## src/rtl/lenet_pkg.sv

```systemverilog
// Shared LeNet layer geometry: default image/kernel sizes
// plus helpers for derived widths, used by conv, MAC and pooling.
package lenet_pkg;

  localparam int IMG_W_DEF = 32;
  localparam int IMG_H_DEF = 32;
  localparam int K_DEF     = 5;
  localparam int DW_DEF    = 8;

  function automatic int ow_f(input int w, input int k);
    return w - k + 1;
  endfunction

  // Never return a zero width for a 1-entry range
  function automatic int cw_f(input int n);
    return (n > 1) ? $clog2(n) : 1;
  endfunction

endpackage

```

## src/rtl/line_delay.sv

```systemverilog
// DEPTH-deep delay line, advanced only on en_i.
// RAM with a wrap pointer: read old word, overwrite with new.
module line_delay
  import lenet_pkg::*;
#(
  parameter int DW    = DW_DEF,
  parameter int DEPTH = IMG_W_DEF,
  localparam int AW   = cw_f(DEPTH)
) (
  input  logic          clk,
  input  logic          reset,
  input  logic          en_i,
  input  logic [DW-1:0] din_i,
  output logic [DW-1:0] dout_o
);

  logic [DW-1:0] mem_q [DEPTH];
  logic [AW-1:0] ptr_q;
  logic [AW-1:0] ptr_d;

  assign dout_o = mem_q[ptr_q];

  assign ptr_d = (ptr_q == AW'(DEPTH - 1))
               ? '0 : ptr_q + AW'(1);

  always_ff @(posedge clk) begin
    if (en_i) mem_q[ptr_q] <= din_i;
  end

  always_ff @(posedge clk or posedge reset) begin
    if (reset)     ptr_q <= '0;
    else if (en_i) ptr_q <= ptr_d;
  end

endmodule

```

## src/rtl/conv_window_gen.sv

```systemverilog
// Streaming KxK stride-1 window generator over a raster
// pixel stream, using K-1 chained line delays.
module conv_window_gen
  import lenet_pkg::*;
#(
  parameter int IMG_W = IMG_W_DEF,
  parameter int IMG_H = IMG_H_DEF,
  parameter int K     = K_DEF,
  parameter int DW    = DW_DEF,
  localparam int OW   = ow_f(IMG_W, K),
  localparam int RW   = cw_f(IMG_H - K + 1),
  localparam int CW   = cw_f(OW),
  localparam int XW   = cw_f(IMG_W),
  localparam int YW   = cw_f(IMG_H)
) (
  input  logic              clk,
  input  logic              reset,
  input  logic              in_valid,
  input  logic [DW-1:0]     in_data,
  output logic              win_valid,
  output logic [K*K*DW-1:0] win_data,
  output logic [RW-1:0]     win_row,
  output logic [CW-1:0]     win_col,
  output logic              frame_done
);

  logic [XW-1:0] col_q, col_d;
  logic [YW-1:0] row_q, row_d;
  logic          col_end, row_end, hit;

  logic [DW-1:0] ld_out [K-1];
  logic [DW-1:0] col_new [K];
  logic [DW-1:0] win_q [K][K];
  logic [DW-1:0] win_d [K][K];
  logic [K*K*DW-1:0] win_flat;

  logic              win_valid_q, frame_done_q;
  logic [K*K*DW-1:0] win_data_q;
  logic [RW-1:0]     win_row_q, win_row_d;
  logic [CW-1:0]     win_col_q, win_col_d;

  assign col_end = (col_q == XW'(IMG_W - 1));
  assign row_end = (row_q == YW'(IMG_H - 1));
  assign col_d   = col_end ? '0 : col_q + XW'(1);
  assign row_d   = !col_end ? row_q
                 : (row_end ? '0 : row_q + YW'(1));

  // Window complete once K-1 rows and cols precede this pixel
  assign hit = in_valid
            && (row_q >= YW'(K - 1))
            && (col_q >= XW'(K - 1));

  assign win_row_d = RW'(row_q - YW'(K - 1));
  assign win_col_d = CW'(col_q - XW'(K - 1));

  for (genvar j = 0; j < K - 1; j++) begin : g_ld
    logic [DW-1:0] ld_in;
    if (j == 0) begin : g_head
      assign ld_in = in_data;
    end else begin : g_chain
      assign ld_in = ld_out[j-1];
    end
    line_delay #(
      .DW    (DW),
      .DEPTH (IMG_W)
    ) u_ld (
      .clk    (clk),
      .reset  (reset),
      .en_i   (in_valid),
      .din_i  (ld_in),
      .dout_o (ld_out[j])
    );
  end

  // Oldest row (deepest delay) lands in window row 0
  for (genvar r = 0; r < K - 1; r++) begin : g_col
    assign col_new[r] = ld_out[K-2-r];
  end
  assign col_new[K-1] = in_data;

  always_comb begin
    for (int r = 0; r < K; r++) begin
      for (int c = 0; c < K - 1; c++) begin
        win_d[r][c] = win_q[r][c+1];
      end
      win_d[r][K-1] = col_new[r];
    end
  end

  always_comb begin
    win_flat = '0;
    for (int r = 0; r < K; r++) begin
      for (int c = 0; c < K; c++) begin
        win_flat[(r*K+c)*DW +: DW] = win_d[r][c];
      end
    end
  end

  always_ff @(posedge clk or posedge reset) begin
    if (reset) begin
      col_q        <= '0;
      row_q        <= '0;
      win_valid_q  <= 1'b0;
      frame_done_q <= 1'b0;
      win_data_q   <= '0;
      win_row_q    <= '0;
      win_col_q    <= '0;
      for (int r = 0; r < K; r++) begin
        for (int c = 0; c < K; c++) begin
          win_q[r][c] <= '0;
        end
      end
    end else begin
      win_valid_q  <= hit;
      frame_done_q <= hit && row_end && col_end;
      if (in_valid) begin
        col_q <= col_d;
        row_q <= row_d;
        win_q <= win_d;
      end
      if (hit) begin
        win_data_q <= win_flat;
        win_row_q  <= win_row_d;
        win_col_q  <= win_col_d;
      end
    end
  end

  assign win_valid  = win_valid_q;
  assign frame_done = frame_done_q;
  assign win_data   = win_data_q;
  assign win_row    = win_row_q;
  assign win_col    = win_col_q;

endmodule

```

## config.mk

```make
export PLATFORM = sky130hd
export DESIGN_NAME = conv_window_gen
export DESIGN_NICKNAME = d
export VERILOG_FILES = /design/src/rtl/lenet_pkg.sv /design/src/rtl/line_delay.sv /design/src/rtl/conv_window_gen.sv
export SDC_FILE = /design/constraint.sdc
export NUM_CORES = 2
export LEC_CHECK = 0
export BUFFER_PORTS_ARGS = -buffer_cell sky130_fd_sc_hd__buf_2
export CAP_MARGIN = 30
export CORE_MARGIN = 4
export CORE_UTILIZATION = 45
export DETAILED_ROUTE_END_ITERATION = 12
export PLACE_DENSITY = 0.65
export SYNTH_ARGS = -nofsm -noshare
export SYNTH_HDL_FRONTEND = slang
export SYNTH_SLANG_ARGS = --single-unit
```

## constraint.sdc

```tcl
create_clock -name clk -period 37.3 [get_ports clk]
set_input_delay 9.325 -clock clk [delete_from_list [all_inputs] [get_ports clk]]
set_output_delay 9.325 -clock clk [all_outputs]
set_load 0.01 [all_outputs]
```

Word level (Yosys, flattened, before mapping)
Memory sizes are Yosys's and may differ from the RTL's.
Index checks and enable logic that the tools add are counted.
{"block": "word_totals", "in_bits": 11, "wordCells": 64, "ramBits": 1024, "out_inout_bits": 212, "mem_bits_ro": 0, "latch_bits": 0, "mem_count": 4, "regBits": 402}
{"block": "classes", "n_shift": 0, "n_eq_ne": 6, "addsub": 8, "n_mux": 8, "reduce_logical": 5, "n_mul": 0, "bitwise": 0, "n_lt_le_gt_ge": 2, "div_mod_pow": 0}
{"name": "g_ld[0].u_ld.mem_q", "words": 32, "width": 8, "rd": 1, "rd_clocked_by_memory_dff": 0, "write_ports": 1, "line": "line_delay.sv:17", "source": "logic [DW-1:0] mem_q [DEPTH];"}
{"name": "g_ld[1].u_ld.mem_q", "words": 32, "width": 8, "rd": 1, "rd_clocked_by_memory_dff": 0, "write_ports": 1, "line": "line_delay.sv:17"}
{"name": "g_ld[2].u_ld.mem_q", "words": 32, "width": 8, "rd": 1, "rd_clocked_by_memory_dff": 0, "write_ports": 1, "line": "line_delay.sv:17"}
{"name": "g_ld[3].u_ld.mem_q", "words": 32, "width": 8, "rd": 1, "rd_clocked_by_memory_dff": 0, "write_ports": 1, "line": "line_delay.sv:17"}
{"cell": "5-bit by 1-bit adder with 5-bit output (second input constant)", "count": 6}
{"cell": "5-bit == test (second input constant)", "count": 6}
{"cell": "5-bit two-way mux", "count": 6}
{"cell": "5-bit by 3-bit >= comparator with 1-bit output (second input constant)", "count": 2}
{"cell": "5-bit by 3-bit subtractor with 5-bit output (second input constant)", "count": 2}
{"cell": "1-bit logical AND", "count": 4}
{"cell": "1-bit two-way mux", "count": 2}
{"cell": "2-bit AND reduction", "count": 1}

Longest topological paths before layout
{"block": "depth", "ltp_word": 5, "ltp_mapped": 10, "ltp_nobuf": 7}

Hierarchy
From an unflattened synthesis, not the netlist that was laid out.
{"block": "hier_totals", "cells_unflattened": 3227, "hier_area_um2": 56112.6}
{"module": "line_delay", "instances": 4, "area_each_um2": 10361.2, "seq_area_each_um2": 7812.5, "cells_each": 591}
{"module": "conv_window_gen", "instances": 1, "area_each_um2": 14667.8, "seq_area_each_um2": 9559.2, "cells_each": 863}

Worst setup path after synthesis
OpenSTA, ideal clock, no wires.
{"block": "synth_path", "kind": "input-to-reg", "start": "in in_valid", "end": "mem g_ld[2].u_ld.mem_q[18][0] (netlist name) (enable)", "t_arrival_ns": 10.807, "setup_time_ns": 0.383, "path_slack_ns": 26.110, "stages": 5, "required_ns": 36.917, "cell_sequence": "buf_2 -> clkbuf_1 -> clkbuf_1 -> nand2_1 -> nor3_1"}
{"block": "synth_via", "elab_chain_cells": 2}
{"item": "from (decl)", "line": "conv_window_gen.sv:18", "source": "input logic in_valid,"}
{"item": "1-bit two-way mux", "line": "line_delay.sv:27", "source": "if (en_i) mem_q[ptr_q] <= din_i;"}
{"item": "1-bit two-way mux (implied by the code)", "line": "line_delay.sv:27"}
{"item": "to (decl)", "line": "line_delay.sv:17"}
No other way between the ends.

Final worst setup path
{"block": "layout_path", "start": "in in_valid", "end": "reg win_data_q[32] (netlist: win_data[32])"}
{"block": "layout_via", "elab_chain_cells": 2}
{"item": "1-bit logical AND", "line": "conv_window_gen.sv:50", "source": "&& (row_q >= YW'(K - 1))"}
{"item": "1-bit logical AND", "line": "conv_window_gen.sv:51", "source": "&& (col_q >= XW'(K - 1));"}
{"item": "to (signal assigned)", "line": "conv_window_gen.sv:122", "source": "win_data_q <= win_flat;"}
{"item": "to (decl)", "line": "conv_window_gen.sv:38", "source": "logic [K*K*DW-1:0] win_data_q;"}
No other way between the ends.
A chain may end at the register's enable or synchronous reset.

==> results by group <==
Global routing
  – Pin count of the biggest net entering global routing: 157
  – Aggregate global routing overflow: 0
  – Combined global-route utilization of all metal layers: 19.7%
  – Initial antenna violation count: 0
  – Global-route wire length before repair: 196 mm
  – Number of global-route vias before repair: ~30,000

Yosys
  – Most instantiated flip-flop cell in the synthesis netlist: edfxtp_1
  – Syn. warnings: 0
  – Area share of the leading cell type in the synthesized netlist: roughly 55%
  – Distinct cell type count after synthesis: 44
  – Fraction of the yosys area taken by sequential cells: 72.8%
  – Most common cell in the synthesized netlist: edfxtp_1
  – Area leader, netlist: edfxtp_1
  – Post-synth EDFFs: approximately 1,000
  – Post-synthesis average cell area: 15.4 µm²
  – Number of instances in the synthesized netlist: 3,639
  – Seq cells post-synth: 1,426
  – Post-Synthesis Cell Area: 56,100 µm²
  – Post-synth ARST share: 28.2%
  – Mapped Nets: 3,682
  – Biggest area contributors in the synthesized netlist: edfxtp_1 55%, dfrtp_1 18%, mux2i_1 9.1%
  – Commonest cells in the netlist: 1,024 x edfxtp_1, 589 x nand2_1, 512 x mux2i_1

Floorplanning
  – Width of the die: 361 µm
  – I/O Pins: approximately 220
  – Die Footprint: 130,000 µm²
  – Height of the chip: 361 µm
  – Rows: 129
  – Effective utilization at floorplan: 45.3%
  – Floorplan core area: between 100,000 and 150,000 µm²

Clock tree
  – Insertion delay of the later-clocked pin in the worst-skew pair: 0.75 ns
  – Clock sinks: 1,426
  – Num CTS Buffers: 146
  – H-tree levels: 4
  – Post-CTS sizing: 0
  – Setup fix buffers added after clock tree synthesis: 0
  – Clock tree from TritonCTS: yes
  – Max Root-Sink Buffers: 3
  – Clk root buf: clkbuf_16
  – Worst-path clk slew: 0.06 ns
  – Number of buffers inserted by hold repair at cts: 0

Timing
  – RSZ-0062 raised after global routing: false
  – Layout Skew: 0.0212 ns
  – Total negative setup slack: 0 ns
  – Slew at the pin closest to its max-slew limit: 1.02 ns
  – Max frequency: 82.3 MHz
  – Final number of hold-violating endpoints: 0
  – Rel. slew slack: approximately a third
  – Post-route minimum period: 12.15 ns
  – Final setup violation count: 0
  – Final setup slack of the worst path: 25.15 ns
  – Slew Limit Fails: 0
  – Ratio of final minimum period to clock period: 32.6%

Place
  – Port bufs: 222
  – Placed Area: 58,600 µm²
  – Placed Cells incl. Taps: 5,342
  – HPWL after detailed placement: just over 80 mm
  – Placer Congestion: 0.812
  – Place WS: between 20 and 25 ns

Finish
  – Post-Layout Inst Area: approximately 63,000 µm²
  – Nets: slightly below 4,000
  – Fraction of layout instances using a drive strength above 1: ~18%
  – Post-Layout Cell Count: about 5,600
  – P&R area growth vs syn: 12.8%
  – Antenna cells: 0
  – Fill count: 10,200

Detailed routing
  – Antenna-violating nets left: 0
  – Detailed-route wire length per cell: 23.2 µm
  – Initial DRC count: 2,801
  – Detailed Route WL: 130 mm
  – Post-route DRC: 0
  – Initial DRT Pass Iterations: 5
  – DR vias: 31,000
  – Drt via density: between 5 and 6

Power and ir drop
  – Power per Cell Area: 77.6 nW/µm²
  – Net switching power: 1.56 mW
  – Share of total power consumed by net switching: 31.9%
  – Total chip power: 4.91 mW
  – Cell Int Power: 3.34 mW
  – Combinational power share: 22.7%
  – Peak ir drop on the vdd network: a little over 0.00005 V
  – Clock network power share: 28.6%
  – Sequential share of power: 48.8%
  – Standby leakage power: 24.7 nW

Run status
  – Result of the run: completed

Critical path
  – Nature of the critical path startpoint: primary input
  – Critical path arrival: 12.77 ns
  – Crit path max fanout: 122
  – Worst Path Class, Setup: in -> reg
  – Setup crit end kind: flip-flop
  – Crit path required time: 37.93 ns

Hold path
  – Worst hold path class: reg -> reg

Job
  – Max-cap violations: 0
-- metal layers --
layer	vias up	wire, µm	track usage [%]
met5	-	0	0
li1	14100	-	-
met4	0	3070	5.58
met2	926	60900	30.8
met1	15800	58800	28.9
met3	192	7410	3.22
-- critical path: stages --
cell and delay [ns]:
buf_8 0.49, nand3_4 0.71, inv_8 0.82, buf_4 0.81
mux2_2 0.41
-- metrics by stage --
stage                     hold slack [ns]  util [%]
after floorplan                     0.435         -
after global placement              0.446      47.3
after detailed placement            0.447      47.4
after CTS                           0.461      51.1
after global routing                0.474      51.2
final                               0.461      51.2
-- power by group through the flow --
stage,Sequential [mW],Combinational (mW),Clock [mW]
final,2.39,1.11,1.40
after global routing,2.42,1.20,1.50
after CTS,2.39,1.12,1.43
after detailed placement,2.42,1.12,0
after global placement,2.42,1.10,0
after floorplan,2.33,0.684,0
-- final cells by class --
cell class              count  area [µm²]  area share [%]
well taps                1637        2050            3.24
inverters                  18        82.6           0.131
flip-flops and latches   1426       40800            64.5
multi-input cells        1988       14100            22.2
repair buffers            274        1580            2.50
clock inverters            61         503           0.795
clock buffers             211        4130            6.53
-- registers in the layout (all words and copies together), names as in the netlist --
| signal | cells |
|---|---|
| col_q | 5 |
| frame_done | 1 |
| g_ld.u_ld.mem_q | 1024 |
| g_ld.u_ld.ptr_q | 20 |
| row_q | 5 |
| win_col | 5 |
| win_d | 160 |
| win_data | 200 |
| win_row | 5 |
| win_valid | 1 |
-- cell families (layout without fill, tap and decap cells) --
group / after synthesis / in the layout / share of synthesized area (%)
flip-flops: 1426 / 1426 / 72.8
buffers and inverters: 225 / 564 / 2.12
XOR/XNOR: 2 / 2 / 0.0313
multiplexers: 679 / 679 / 12.5
AND/OR/NAND/NOR: 940 / 940 / 8.14
AO/OA/AOI/OAI: 335 / 335 / 3.69
adder cells (fa/ha/maj): 32 / 32 / 0.714
-- final timing paths --
| check | startpoint | endpoint | slack (ns) | cells after the start |
|---|---|---|---|---|
| setup reg to reg | g_ld[0].u_ld.ptr_q[0]$_DFFE_PP0P_ | win_data[152]$_DFFE_PP0P_ | 33.06 | 6 |
| hold reg to reg | win_d[196]$_DFFE_PP0P_ | win_data[4]$_DFFE_PP0P_ | 0.46 | 2 |
| hold / removal | win_d[196]$_DFFE_PP0P_ | win_data[4]$_DFFE_PP0P_ | 0.46 | 2 |
| min in group asynchronous | reset | win_data[1]$_DFFE_PP0P_ | 8.50 | 2 |
| setup / recovery | in_valid | win_data[32]$_DFFE_PP0P_ | 25.15 | 5 |
| max in group asynchronous | reset | g_ld[0].u_ld.ptr_q[0]$_DFFE_PP0P_ | 26.39 | 5 |
-- placed cells by master, fill, tap and decap left out, types with 13 or more instances in the layout --
| master | n |
|---|---|
| buf_2 | 221 |
| or4b_1 | 16 |
| buf_4 | 48 |
| inv_1 | 16 |
| ha_1 | 32 |
| clkinv_2 | 29 |
| o22ai_1 | 256 |
| nand4bb_1 | 23 |
| clkbuf_1 | 46 |
| nor4_2 | 48 |
| nor2_1 | 162 |
| clkbuf_16 | 151 |
| nor4_1 | 16 |
| nand3b_1 | 13 |
| clkinv_1 | 13 |
| edfxtp_1 | 1024 |
| nand4b_1 | 14 |
| o21ai_0 | 38 |
| mux2_2 | 167 |
| dfrtp_1 | 398 |
| mux2i_1 | 512 |
| nand2_1 | 587 |
| a31oi_1 | 32 |
Power figures use the tool's default switching activity.
